File: src/rtl/signal_pkg.sv
// Shared definitions for the highway/country signal controller and the
// country-road vehicle detector: light codes and detector FSM encoding.
package signal_pkg;

  typedef logic [1:0] light_t;
  typedef logic [1:0] state_t;

  // Light codes driven by the signal controller.
  localparam light_t LIGHT_RED    = 2'b00;
  localparam light_t LIGHT_YELLOW = 2'b01;
  localparam light_t LIGHT_GREEN  = 2'b10;
  localparam light_t LIGHT_UNUSED = 2'b11;

  // Vehicle detector request FSM.
  localparam state_t ST_IDLE    = 2'b00;
  localparam state_t ST_REQ     = 2'b01;
  localparam state_t ST_SERVE   = 2'b10;
  localparam state_t ST_RELEASE = 2'b11;

  // The unused code is treated as red so a confused controller fails safe.
  function automatic logic light_is_red(input light_t code);
    return (code == LIGHT_RED) || (code == LIGHT_UNUSED);
  endfunction

  function automatic logic light_is_green(input light_t code);
    return code == LIGHT_GREEN;
  endfunction

endpackage

File: src/rtl/sync_debounce.sv
// Loop-sensor front end: two-flop synchronizer followed by a debouncer.
// The debounced level det only flips after the synchronized level has
// disagreed with it for DEBOUNCE_CYCLES consecutive cycles.
module sync_debounce #(
  parameter int unsigned DEBOUNCE_CYCLES = 4
) (
  input  logic clk,
  input  logic clear,
  input  logic loop_raw,
  output logic det
);

  localparam int unsigned CW = $clog2(DEBOUNCE_CYCLES + 1);
  localparam logic [CW-1:0] CNT_LAST = CW'(DEBOUNCE_CYCLES - 1);

  logic          sync1;
  logic          sync2;
  logic          det_q;
  logic [CW-1:0] cnt;

  // Two-flop synchronizer for the asynchronous loop level.
  always_ff @(posedge clk or posedge clear) begin
    if (clear) begin
      sync1 <= 1'b0;
      sync2 <= 1'b0;
    end else begin
      sync1 <= loop_raw;
      sync2 <= sync1;
    end
  end

  // Debounce: count consecutive disagreements, any agreement restarts the count.
  always_ff @(posedge clk or posedge clear) begin
    if (clear) begin
      cnt   <= '0;
      det_q <= 1'b0;
    end else if (sync2 != det_q) begin
      if (cnt == CNT_LAST) begin
        det_q <= sync2;
        cnt   <= '0;
      end else begin
        cnt <= cnt + CW'(1);
      end
    end else begin
      cnt <= '0;
    end
  end

  assign det = det_q;

endmodule

File: src/rtl/vehicle_detector.sv
// Country-road vehicle detector. Turns the debounced loop level into a
// queued-car count and a car-waiting request x for the signal controller,
// watching the country light to know when the queue is being served. A
// service timeout caps how long x is held once country green is seen.
module vehicle_detector
  import signal_pkg::*;
#(
  parameter int unsigned DEBOUNCE_CYCLES  = 4,
  parameter int unsigned MAX_SERVE_CYCLES = 16,
  parameter int unsigned CNT_W            = 3
) (
  input  logic             clk,
  input  logic             clear,
  input  logic             loop_raw,
  input  logic [1:0]       hwy,
  input  logic [1:0]       cntry,
  output logic             x,
  output logic [CNT_W-1:0] queue_cnt,
  output logic             timeout
);

  localparam int unsigned SW = $clog2(MAX_SERVE_CYCLES + 1);
  // SERVE is entered with the counter at 0; exit happens on the edge where
  // it would reach MAX_SERVE_CYCLES-1, so x is held MAX_SERVE_CYCLES cycles
  // counting the REQ cycle that first saw green.
  localparam int unsigned SERVE_EXIT_INT = (MAX_SERVE_CYCLES >= 2) ? MAX_SERVE_CYCLES - 2 : 0;
  localparam logic [SW-1:0] SERVE_EXIT = SW'(SERVE_EXIT_INT);
  localparam logic [CNT_W-1:0] QUEUE_MAX = {CNT_W{1'b1}};

  logic             det;
  logic             det_q;
  logic             arrive;
  logic             depart;
  logic [CNT_W-1:0] queue_d;
  state_t           state_q;
  state_t           state_d;
  logic [SW-1:0]    serve_cnt_q;
  logic [SW-1:0]    serve_cnt_d;
  logic             x_d;
  logic             timeout_d;
  logic             unused_hwy;

  // The highway code is informational only.
  assign unused_hwy = ^hwy;

  sync_debounce #(
    .DEBOUNCE_CYCLES(DEBOUNCE_CYCLES)
  ) u_sync_debounce (
    .clk     (clk),
    .clear   (clear),
    .loop_raw(loop_raw),
    .det     (det)
  );

  // Previous debounced level for edge detection.
  always_ff @(posedge clk or posedge clear) begin
    if (clear) begin
      det_q <= 1'b0;
    end else begin
      det_q <= det;
    end
  end

  assign arrive = det & ~det_q;
  // A car leaving while country is not green is treated as creep, not service.
  assign depart = ~det & det_q & light_is_green(cntry);

  // Saturating queued-car count.
  always_comb begin
    queue_d = queue_cnt;
    if (arrive && (queue_cnt != QUEUE_MAX)) begin
      queue_d = queue_cnt + CNT_W'(1);
    end else if (depart && (queue_cnt != '0)) begin
      queue_d = queue_cnt - CNT_W'(1);
    end
  end

  // Request FSM next state, serve counter and timeout decision.
  always_comb begin
    state_d     = state_q;
    serve_cnt_d = serve_cnt_q;
    timeout_d   = 1'b0;
    case (state_q)
      ST_IDLE: begin
        if (arrive || (queue_cnt != '0)) begin
          state_d = ST_REQ;
        end
      end
      ST_REQ: begin
        if (light_is_green(cntry)) begin
          state_d     = ST_SERVE;
          serve_cnt_d = '0;
        end
      end
      ST_SERVE: begin
        if (depart && (queue_d == '0)) begin
          // Queue drained; takes precedence over a coincident timeout.
          state_d = ST_RELEASE;
        end else if (serve_cnt_q >= SERVE_EXIT) begin
          state_d   = ST_RELEASE;
          timeout_d = 1'b1;
        end else begin
          serve_cnt_d = serve_cnt_q + SW'(1);
        end
      end
      ST_RELEASE: begin
        if (light_is_red(cntry)) begin
          state_d = ST_IDLE;
        end
      end
      default: state_d = ST_IDLE;
    endcase
    x_d = (state_d == ST_REQ) || (state_d == ST_SERVE);
  end

  // State, counters and registered outputs.
  always_ff @(posedge clk or posedge clear) begin
    if (clear) begin
      state_q     <= ST_IDLE;
      serve_cnt_q <= '0;
      queue_cnt   <= '0;
      x           <= 1'b0;
      timeout     <= 1'b0;
    end else begin
      state_q     <= state_d;
      serve_cnt_q <= serve_cnt_d;
      queue_cnt   <= queue_d;
      x           <= x_d;
      timeout     <= timeout_d;
    end
  end

endmodule

File: config.mk
export PLATFORM = sky130hd
export DESIGN_NAME = vehicle_detector
export DESIGN_NICKNAME = d
export VERILOG_FILES = /design/src/rtl/signal_pkg.sv /design/src/rtl/sync_debounce.sv /design/src/rtl/vehicle_detector.sv
export SDC_FILE = /design/constraint.sdc
export NUM_CORES = 1
export LEC_CHECK = 0
export ABC_AREA = 1
export CAP_MARGIN = 20
export CORE_MARGIN = 10
export CORE_UTILIZATION = 25
export DETAILED_ROUTE_END_ITERATION = 7
export PLACE_DENSITY_LB_ADDON = 0.3
export SKIP_CTS_REPAIR_TIMING = 1
export SLEW_MARGIN = 20
export SYNTH_ARGS = -nofsm -noshare
export SYNTH_HDL_FRONTEND = slang
export SYNTH_SLANG_ARGS = --single-unit
export TNS_END_PERCENT = 30
File: constraint.sdc
create_clock -name clk -period 3.3 [get_ports clk]
set_input_delay 0.66 -clock clk [delete_from_list [all_inputs] [get_ports clk]]
set_output_delay 0.66 -clock clk [all_outputs]
set_load 0.02 [all_outputs]
After elaboration in Yosys (flattened, before gate mapping)

Index checks and enable logic that the tools add are counted.

Flip-flop bits (word level): 19
Output and inout bits: 5
Word-level logic and storage cells: 63

Add/sub/neg operators: 4
Order comparisons: 1
Equality and inequality tests: 13
Mux-type cells: 17
Bitwise logic cells: 5
Reductions and logical operators: 13

Operators with widths:

| operator              | count |
|---|---|
| $mux W5               | 3 |
| $mux W3               | 4 |
| $eq A2 B2 Y1 const B  | 5 |
| $mux W2               | 5 |
| $pmux W5 S2           | 1 |
| $pmux W2 S4           | 1 |
| $add A3 B1 Y3 const B | 2 |
| $ne A2 B2 Y1 const B  | 3 |
| $add A5 B1 Y5 const B | 1 |
| $ge A5 B4 Y1 const B  | 1 |
| $eq A2 B1 Y1 const B  | 2 |
| $logic_not A2 Y1      | 2 |
| $reduce_and A4 Y1     | 1 |
| $and A1 B1 Y1         | 3 |
| $eq A3 B2 Y1 const B  | 1 |
| $logic_and A1 B1 Y1   | 3 |
| $logic_not A3 Y1      | 1 |
| $logic_or A1 B1 Y1    | 3 |
| $mux W1               | 3 |
| $ne A3 B3 Y1 const B  | 1 |
| $reduce_bool A3 Y1    | 1 |
| $sub A3 B1 Y3 const B | 1 |
| $not A1 Y1            | 2 |
| $reduce_and A2 Y1     | 1 |
| other kinds (2)       | 2 |

Logic depth before layout (Yosys ltp)

Word-level depth: 12
Depth in mapped cells: 15

Hierarchy

From an unflattened synthesis, not the netlist that was laid out.

Cell total of the unflattened synthesis: 130
Area total of the unflattened synthesis: 1086.0 µm²

By module, submodules not included:

| module           | times used | cells an instance | area an instance (µm²) |
|---|---|---|---|
| vehicle_detector | 1          | 104               | 843.3 |
| sync_debounce    | 1          | 26                | 242.7 |

Worst setup path after synthesis

Ideal clock, no wire load.

Path kind: input to register
From: in cntry[0]
To: reg serve_cnt_q[4]
Library setup time: 0.117 ns
Arrival time: 1.750 ns
Path slack: 1.432 ns
Stages on the path: 15
Path buffers: 0
Cells stage by stage: inv_1 ha_1 nand2_1 nor2_2 nand2_2 nand2_1 nand2_1 nand2_1 nand2_1 nor2_4 nand2_1 nand2_1 inv_1 nand3_1 nand2_1

Word-level cells in the longest chain between the ends: 9
Elaborated cells on any way between the ends: 10
Classes of those cells: 3 x eq/ne; 2 x mux; 1 x bitwise; 4 x reduce/logical

Ends and longest elaborated chain:

| what                                 | line                    | source |
|---|---|---|
| from (decl)                          | vehicle_detector.sv:16  | `input logic [1:0] cntry,` |
| $eq A2 B2 Y1 *                       | signal_pkg.sv:26        | `return code == LIGHT_GREEN;` |
| $and A1 B1 Y1                        | vehicle_detector.sv:66  | `assign depart = ~det & det_q & light_is_green(cntry);` |
| $logic_and A1 B1 Y1                  | vehicle_detector.sv:73  | `end else if (depart && (queue_cnt != '0)) begin` |
| $mux W3                              | vehicle_detector.sv:73  |  |
| $mux W3                              | vehicle_detector.sv:71  | `if (arrive && (queue_cnt != QUEUE_MAX)) begin` |
| $logic_not A3 Y1                     | vehicle_detector.sv:96  | `if (depart && (queue_d == '0)) begin` |
| $logic_and A1 B1 Y1                  | vehicle_detector.sv:96  |  |
| $ne A2 B2 Y1 (no source line)        | n/a                     |  |
| $reduce_and A4 Y1 (no source line) * | n/a                     |  |
| to (signal assigned)                 | vehicle_detector.sv:126 | `serve_cnt_q <= serve_cnt_d;` |
| to (decl)                            | vehicle_detector.sv:37  | `logic [SW-1:0] serve_cnt_q;` |

Every way passes the cells marked *; elsewhere a longest branch is shown, timed or not.
A chain may end at the register's enable or synchronous reset.

Worst setup path after layout

From: in cntry[1]
To: reg serve_cnt_q[3]

Same word-level chain as after synthesis.

==> out/qor.txt <==
status - complete, no violations
ant diodes - 0
die height - 85.76 microns
Final Wtd Congestion - 0.7561
hold slack - 0.3513 ns
post-synth top area cell - dfrtp_1
Avg Cell Area, Syn - 8.580 sq um
final hold vios - 0
Layout area overhead - 18.40%
Sw Pwr - 0.0004258 W
VDD IR max - 0.2210 mV
HP Class - reg2reg
die width - 85.76 microns
RSZ-0062 raised after global routing - no
final wirelength - 1925 microns
Final Max Slew Viols - 0
grt ovf - 0
arrival time at the worst endpoint - 2.45 ns
I/O pins - 12
Routed wire per std cell - 10.19 microns
fmax - 442.6 MHz
CP Max Fanout - 6
CORE AREA - 4086 sq um
min Tclk post-route - 2.259 ns
switching share of power - 0.4285
Clock Latency Late Sink - 0.25 ns
CP Class - in2reg
final setup vio count - 0
Cells after Synth - 126
vias post-DR - 791
Final Cell Area - 1280 sq um
clk slew on worst S/H paths - 0.07 ns
Final Skew - 0.0006996 ns
pin count of the biggest net entering global routing - 20
top cell type's share of synthesized area - 0.4398
H-tree depth - 1
First-pass DRT Iterations - 3
Internal - 0.0005680 W
startpoint type of the worst setup path - input pin
relative slew slack - 0.5213
Comb pwr share - 0.480
Period Utilization, post-route - 0.6847
number of synthesized register bits - 19
Cell Pwr Density - 776.5 nW/um^2
commonest cells after routing, fill and taps aside - nand2_1, inv_1, dfrtp_1
Lkg Pwr - 0.6466 nW
final routed DRC violation total - 0
DR iter-0 viols - 41
Tot Pwr - 0.0009939 W
DP Area - 1234 sq um
PnR worst setup slack - 1.041 ns
dpl hpwl - 1568 microns
max_cap viols - 0
Inserted Clock Buffers - 3
Root Driver - clkbuf_8
number of port buffers - 9
Synth Cell Area - 1081 sq um
R2R Setup Slk - 1.38 ns
CTS Buffer Depth - 2
Layout fillers - 426
total negative slack - 0 ns
DIE AREA - 7355 sq um
main area contributors after synthesis - dfrtp_1, nand2_1, ha_1
layout cell share with drive strength beyond 1 - 0.1295
Syn Nets - 141
commonest non-fill, non-tap cell in the layout - nand2_1
CTS tree - built
Initial Util - 0.2645
sequential area share after synthesis - 0.4398
vias in the first global route - 857
YS warnings - 0
Rows - 23
drt via density - 4.185
initial antenna violation count - 0
nets@finish - 155
pre-CTS WS - 0.7649 ns
Final ANT Viol Nets - 0
required time worst endpoint - 3.49 ns
first-pass GRT wire length - 3601 microns
Worst Setup End Kind - register
share of power burned in registers - 0.362
Yosys cell types - 22
Total Routing Usage GR - 0.05927
share of power burned in the clock network - 0.158
Slew @ Worst Pin - 0.7173 ns
Clock Sinks - 19
## metal layers
layer	GRT usage	wire length (microns)
met5	0	0
met4	0.02994	26
met1	0.06725	929
met2	0.09809	885
met3	0.01798	84
## logic make-up after synthesis
kind of cell	after synthesis	share of synthesized area
AO/OA/AOI/OAI	5	0.03240
adder cells (fa/ha/maj)	8	0.09260
AND/OR/NAND/NOR	66	0.3194
flip-flops	19	0.4398
XOR/XNOR	4	0.03241
buffers and inverters	24	0.08334
## metrics by stage
step / cells / utilization
floorplan: 126 / -
global placement: 185 / 0.3019
detailed placement: 185 / 0.3019
CTS: 189 / 0.3132
global route: 189 / 0.3132
finish: 189 / 0.3132
## sequential cells by signal, indices dropped and copies added (netlist names)
| register | flops |
|---|---|
| u_sync_debounce.cnt | 3 |
| u_sync_debounce.sync1 | 1 |
| x | 1 |
| serve_cnt_q | 5 |
| u_sync_debounce.det | 1 |
| state_q | 2 |
| queue_cnt | 3 |
| timeout | 1 |
| u_sync_debounce.sync2 | 1 |
| det_q | 1 |
## layout make-up
type / count / area (sq um) / share of cell area
Tap cell: 50 / 62.56 / 0.04888
Sequential cell: 19 / 475.5 / 0.3715
Timing Repair Buffer: 9 / 90.09 / 0.07038
Clock buffer: 3 / 41.29 / 0.03226
Multi-Input combinational cell: 83 / 515.5 / 0.4027
Inverter: 24 / 90.09 / 0.07038
Clock inverter: 1 / 5.005 / 0.003910
## power by group through the flow
stage	combinational, W	clock (W)	sequential [W]
after floorplan	0.000332	0	0.000383
after global placement	0.000469	0	0.000361
after detailed placement	0.000486	0	0.000365
after CTS	0.000488	0.000167	0.000361
after global routing	0.000553	0.000175	0.000373
final	0.000477	0.000157	0.000360
## worst max-delay path, cell delays in order
cell and delay, ns:
clkdlybuf4s50_1 0.46, ha_1 0.21, nand2_1 0.09, nor2_2 0.14
nand2_2 0.11, nand2_1 0.07, nand2_1 0.05, nand2_1 0.09
nand2_1 0.09, nor2_4 0.12, nand3_4 0.13, nand3_4 0.11
nand2_1 0.06, nand2_1 0.06
## cells in the mapped netlist
cell and count:
nor2_2 1, nor2_4 2, nand3_2 1, nand2_2 5, nand3b_2 1, dfrtp_1 19, nand2_1 28, a211oi_1 1
a21oi_1 1, inv_1 24, xor2_1 1, nand4_1 4, ha_1 8, nor2_1 12, nand3_1 5, o21ai_1 1
nand3_4 2, nor3_1 3, nand3b_1 1, o21ai_2 2, xnor2_1 3, or2_1 1
## final timing paths
kind | endpoint | startpoint | cells after the start
max | serve_cnt_q[3] | cntry[1] | 14
max in group asynchronous | serve_cnt_q[4] | clear | 2
max reg2reg | serve_cnt_q[3] | queue_cnt[0] | 12
min in group asynchronous | serve_cnt_q[0] | clear | 2
min reg2reg | u_sync_debounce.sync2 | u_sync_debounce.sync1 | 0
min | u_sync_debounce.sync2 | u_sync_debounce.sync1 | 0
No activity file was read; power rests on OpenSTA's default activity.
==> RTL edit 1: new RTL, same flow settings <==
Register the output `queue_cnt` once more; this adds one clock of latency there. The other outputs are not delayed to match.
--- a/src/rtl/vehicle_detector.sv
+++ b/src/rtl/vehicle_detector.sv
@@ -26,6 +26,8 @@
   localparam int unsigned SERVE_EXIT_INT = (MAX_SERVE_CYCLES >= 2) ? MAX_SERVE_CYCLES - 2 : 0;
   localparam logic [SW-1:0] SERVE_EXIT = SW'(SERVE_EXIT_INT);
   localparam logic [CNT_W-1:0] QUEUE_MAX = {CNT_W{1'b1}};
+
+  logic [CNT_W-1:0] queue_cnt_s0;
 
   logic             det;
   logic             det_q;
@@ -67,11 +69,11 @@
 
   // Saturating queued-car count.
   always_comb begin
-    queue_d = queue_cnt;
-    if (arrive && (queue_cnt != QUEUE_MAX)) begin
-      queue_d = queue_cnt + CNT_W'(1);
-    end else if (depart && (queue_cnt != '0)) begin
-      queue_d = queue_cnt - CNT_W'(1);
+    queue_d = queue_cnt_s0;
+    if (arrive && (queue_cnt_s0 != QUEUE_MAX)) begin
+      queue_d = queue_cnt_s0 + CNT_W'(1);
+    end else if (depart && (queue_cnt_s0 != '0)) begin
+      queue_d = queue_cnt_s0 - CNT_W'(1);
     end
   end
 
@@ -82,7 +84,7 @@
     timeout_d   = 1'b0;
     case (state_q)
       ST_IDLE: begin
-        if (arrive || (queue_cnt != '0)) begin
+        if (arrive || (queue_cnt_s0 != '0)) begin
           state_d = ST_REQ;
         end
       end
@@ -118,17 +120,21 @@
     if (clear) begin
       state_q     <= ST_IDLE;
       serve_cnt_q <= '0;
-      queue_cnt   <= '0;
+      queue_cnt_s0 <= '0;
       x           <= 1'b0;
       timeout     <= 1'b0;
     end else begin
       state_q     <= state_d;
       serve_cnt_q <= serve_cnt_d;
-      queue_cnt   <= queue_d;
+      queue_cnt_s0 <= queue_d;
       x           <= x_d;
       timeout     <= timeout_d;
     end
   end
 
+  always_ff @(posedge clk) begin
+    queue_cnt <= queue_cnt_s0;
+  end
+
 endmodule
 
Check against the original RTL: not equivalent (a bounded check fails within 10 cycles, from zero or initial values).
==> RTL edit 1 against the original RTL <==
Via count increased by 0.88%. Area after synthesis is 6.4% higher. Total power rose by 13%. Routed wire length increased by 6.4%. Sequential power rose by 16%. Setup slack improved by 0.064 ns. Critical path depth down 1. Cell area up 6.3%. Non-clock buffer count stayed put. Sequential cell count is 3 higher.
==> RTL edit 1: results (changes against the original RTL) <==
[run_status]
status = completed

[layout]
largest_reg_flops = 5  ; unchanged
n_antenna_cell = 0  ; unchanged
regMostFlops = serve_cnt_q
drive_above_1_share_pct = 15.00  ; +2.1 points
nNetsFinal = 156  ; +0.65%
n_fill_cell = 456  ; +7.0%

[min_path]
worstHoldPathCells = 0  ; unchanged
hold_path_class = flop to flop
hp-start = u_sync_debounce.sync1$_DFF_PP0_
holdPathEnd = u_sync_debounce.sync2$_DFF_PP0_

[global_routing]
globalRouteMet2Util_pct = 10.58  ; +0.77 points
track_usage_pct = 6.095  ; +0.17 points
antenna_found_initial = 0  ; unchanged
grt.met1_usage_pct = 6.595  ; -0.13 points
grt_use_met3_pct = 2.600  ; +0.80 points
grt_pass1_wl_mm = 3.760  ; +4.4%
grt_pass1_vias = 837  ; -2.3%
grt_max_degree = 20  ; unchanged

[timing]
finalCriticalPeriod_ns = 2.195  ; -0.06408 ns
worstMarginPinSlew_ns = 0.7443  ; +0.02698 ns
fin_skew_ns = 0.001199  ; +0.0004993 ns

[yosys]
synthTopCellsByArea = dfrtp_1 41%, nand2_1 8.8%, ha_1 8.7%
netlist_instances = 127  ; +0.79%
async_flop_share_pct = 86.36  ; -14 points
ys.flop_type = dfrtp_1
synth_nets = 142  ; +0.71%
synthDistinctLibCells = 24  ; +9.1%
yosys-top-cells-count = 27 x nand2_1, 19 x dfrtp_1, 19 x inv_1
seq_area_frac_synth_pct = 46.57  ; +2.6 points

[setup_path]
worstReg2RegEnd = serve_cnt_q[2]$_DFFE_PP0P_
r2r_start = queue_cnt_s0[0]$_DFF_PP0_
crit_arrival_ns = 2.35  ; -0.10 ns
reg2regPathDepth = 11  ; -1
r2r_setup_slack_ns = 1.38  ; about the same
critPathLaunch = cntry[1]

[drt]
drtIter0Drc = 22  ; -46%
drt-pass1-iter-count = 4  ; +1
routedWlPerCell_um = 10.67  ; +4.7%
via_count = 798  ; +0.88%
avgViaCountPerCell = 4.156  ; -0.69%

[cts]
cts_buffer_depth = 2  ; unchanged
clkTransAtPathRegs_ns = 0.08
clockRootBuffer = clkbuf_8
numCtsBuffers = 3  ; unchanged
htree_levels = 1  ; unchanged
clk_latency_ns = 0.26

[placed_design]
dpl-instance-area_um2 = 1305  ; +5.8%
dp_slack_ns = 0.7888  ; +0.02394 ns
placed_cells_incl_taps = 188  ; +1.6%
dp_hpwl_mm = 1.610  ; +2.7%
gp_congestion = 0.7979  ; +5.5%

[pwr]
vdd_drop_max_uv = 274.9  ; +24%
p_leak_nw = 0.6777  ; +4.8%

-- RTL edit 1: cell types whose count changed in the layout (fill, tap and decap cells not counted), moves of 2 or more --
cell | unedited run | this run
dfxtp_1 | 0 | 3
inv_1 | 24 | 19
inv_2 | 0 | 3
nand2_2 | 5 | 3
nand3_1 | 5 | 8
-- RTL edit 1: critical path: stages --
cell and delay [ns]:
clkdlybuf4s50_1 0.45, ha_1 0.20, nand2_1 0.08, nor2_2 0.17, nand2_2 0.10, nand2_1 0.07, nand2_1 0.06, nand2_2 0.07
nand2_2 0.06, nor2_4 0.11, nand3_4 0.12, nand4_1 0.11, nand2_1 0.07
-- RTL edit 1: final cells by class --
cell class | instances | area, µm² | area share (%)
Clock buffer | 4 | 55.05 | 4.048
Inverter | 23 | 100.1 | 7.360
Multi-Input combinational cell | 82 | 514.2 | 37.81
Sequential cell | 22 | 535.5 | 39.37
Tap cell | 52 | 65.06 | 4.784
Timing Repair Buffer | 9 | 90.09 | 6.624
-- RTL edit 1: routing by layer --
layer	vias up	share of wire [%]
met4	0	0.88
met3	2	4.6
met1	366	44
met2	8	51
li1	422	-
met5	-	0
-- RTL edit 1: where the power goes --
| group | internal, mW | total [mW] | leakage, nW | switching (mW) |
|---|---|---|---|---|
| sequential | 0.354 | 0.417 | 0.266 | 0.0634 |
| combinational | 0.206 | 0.508 | 0.382 | 0.302 |
| clock | 0.106 | 0.193 | 0.0288 | 0.0867 |
| total | 0.667 | 1.12 | 0.678 | 0.452 |
-- RTL edit 1: how the worst max path moves through the flow --
stage,cells past startpoint,to
after floorplan,15,serve_cnt_q[4]$_DFFE_PP0P_
after global placement,13,x$_DFF_PP0_
after detailed placement,14,serve_cnt_q[2]$_DFFE_PP0P_
after CTS,15,serve_cnt_q[2]$_DFFE_PP0P_
after global routing,15,serve_cnt_q[0]$_DFFE_PP0P_
final,13,serve_cnt_q[2]$_DFFE_PP0P_
-- RTL edit 1: kinds of logic (layout without fill, tap and decap cells) --
family,after synthesis,in the layout,share of synthesized area (%)
XOR/XNOR,4,4,3.047
AO/OA/AOI/OAI,4,4,2.612
adder cells (fa/ha/maj),8,8,8.705
AND/OR/NAND/NOR,66,66,30.36
buffers and inverters,23,36,8.705
flip-flops,22,22,46.57
-- RTL edit 1: metrics by stage --
step,power [mW],hold slack [ns]
6_report,1.119,0.3540
5_1_grt,1.228,0.3611
3_5_place_dp,0.9386,0.3358
3_3_place_gp,0.9182,0.3336
2_1_floorplan,0.8024,0.3312
4_1_cts,1.140,0.3537
==> RTL edit 2: new RTL, same settings <==
Made on the original files. `MAX_SERVE_CYCLES`: 16 -> 8.
--- a/src/rtl/vehicle_detector.sv
+++ b/src/rtl/vehicle_detector.sv
@@ -6,7 +6,7 @@
   import signal_pkg::*;
 #(
   parameter int unsigned DEBOUNCE_CYCLES  = 4,
-  parameter int unsigned MAX_SERVE_CYCLES = 16,
+  parameter int unsigned MAX_SERVE_CYCLES = 8,
   parameter int unsigned CNT_W            = 3
 ) (
   input  logic             clk,
Formal check against the unedited RTL: no difference found for any inputs over 10 cycles, from zero or initial values; that may be too few to reach the edited logic, so the function may still have changed.
==> RTL edit 2 against the original RTL <==
Cell area is 7.4% lower. Critical path type unchanged. Sequential cell count shrank 1. Highest routed layer unchanged. Total power shrank 2.2%. Area after synthesis down 9.4%. Setup slack improved by 0.061 ns. Cell count down 9.5%. Clock power increased by 15%. Die area fell by 7.2%. Routed wire length decreased by 10%.
==> RTL edit 2: results (changes against the original RTL) <==
[layout]
drive_above_1_share_pct = 12.20  ; -0.75 points
top_regs = serve_cnt_q (4), queue_cnt (3), u_sync_debounce.cnt (3)
nNetsFinal = 139  ; -10%

[timing]
fin_hold_ws_ns = 0.3518  ; +0.0004770 ns
fin_skew_ns = 0.0008108  ; +0.0001112 ns
fmax_ghz = 0.4548  ; +2.8%
maxSlewHeadroom_pct = 53.29  ; +1.2 points

[drt]
drtIter0Drc = 38  ; -7.3%
routed_wl_mm = 1.724  ; -10%
via_count = 711  ; -10%
drt-pass1-iter-count = 4  ; +1
routedWlPerCell_um = 10.08  ; -1.0%

[global_routing]
grt_max_degree = 19  ; -5.0%
grt_pass1_vias = 670  ; -22%
grt_pass1_wl_mm = 2.898  ; -20%
track_usage_pct = 5.492  ; -0.43 points
antenna_found_initial = 0  ; unchanged

[placed_design]
dpl-instance-area_um2 = 1130  ; -8.4%
placed_cells_incl_taps = 167  ; -9.7%
dp_slack_ns = 0.7966  ; +0.03171 ns
dp_hpwl_mm = 1.369  ; -13%
gp_congestion = 0.7703  ; +1.9%

[setup_path]
reg2regPathDepth = 12  ; unchanged
worstReg2RegEnd = serve_cnt_q[2]$_DFFE_PP0P_
setup.worst_path.end = serve_cnt_q[2]$_DFFE_PP0P_
critPathLaunch = cntry[1]
r2r_start = queue_cnt[0]$_DFF_PP0_
r2r_setup_slack_ns = 1.42  ; +0.04 ns
crit_arrival_ns = 2.40  ; -0.05 ns
cp_max_fo = 5  ; -1

[cts]
clk_latency_ns = 0.26
numCtsBuffers = 3  ; unchanged
clockRootBuffer = clkbuf_8
htree_levels = 1  ; unchanged
clkTransAtPathRegs_ns = 0.07  ; about the same
cts_buffer_depth = 2  ; unchanged

[min_path]
hp-start = u_sync_debounce.sync1$_DFF_PP0_

[yosys]
yosys-top-cells-count = 25 x nand2_1, 20 x inv_1, 18 x dfrtp_1
seq_area_frac_synth_pct = 45.98  ; +2.0 points
synthDistinctLibCells = 21  ; -4.5%
syn_area_per_cell_um2 = 8.906  ; +3.8%
synth_xor_area_share_pct = 2.682  ; -0.56 points
yosys.area_share.adder_pct = 10.22  ; +0.96 points
yosys_warnings = 0  ; unchanged
synth_nets = 125  ; -11%
synthTopCellsByArea = dfrtp_1 46%, ha_1 10%, nand2_1 9.6%
synth_compound_area_share_pct = 2.937  ; -0.30 points

[pwr]
vdd_drop_max_uv = 279.5  ; +26%
p_leak_nw = 0.6043  ; -6.5%
pwr-share-seq_pct = 34.9  ; -1.3 points
sw_frac_of_total_pct = 41.52  ; -1.3 points
finalPower_mw = 0.9718  ; -2.2%
powerClk_mw = 0.181  ; +15%

[run_status]
status = completed

-- RTL edit 2: area by class of cell --
| class | count | area [µm²] |
|---|---|---|
| clock buffer | 4 | 55.05 |
| fill | 400 | 2531 |
| inverter | 20 | 75.07 |
| multi-input combinational | 72 | 454.2 |
| sequential | 18 | 450.4 |
| tap | 48 | 60.06 |
| timing repair buffer | 9 | 90.09 |
-- RTL edit 2: per-layer routing --
layer / GRT usage, % / up-vias / part of all wire (%)
met5: 0 / - / 0
met4: 2.508 / 0 / 1.8
met3: 2.268 / 4 / 5.7
met2: 8.476 / 13 / 45
met1: 6.524 / 325 / 47
li1: - / 369 / -
-- RTL edit 2: critical path: stages --
cell             delay (ns)
clkdlybuf4s50_1        0.47
ha_1                   0.20
nand2_1                0.08
nor2_2                 0.17
nand2_2                0.11
nand2_1                0.07
nand2_1                0.06
nand2_2                0.07
nand2_1                0.08
nor2_4                 0.12
nand3_4                0.11
nand3_4                0.10
nand2_1                0.06
nand2_1                0.05
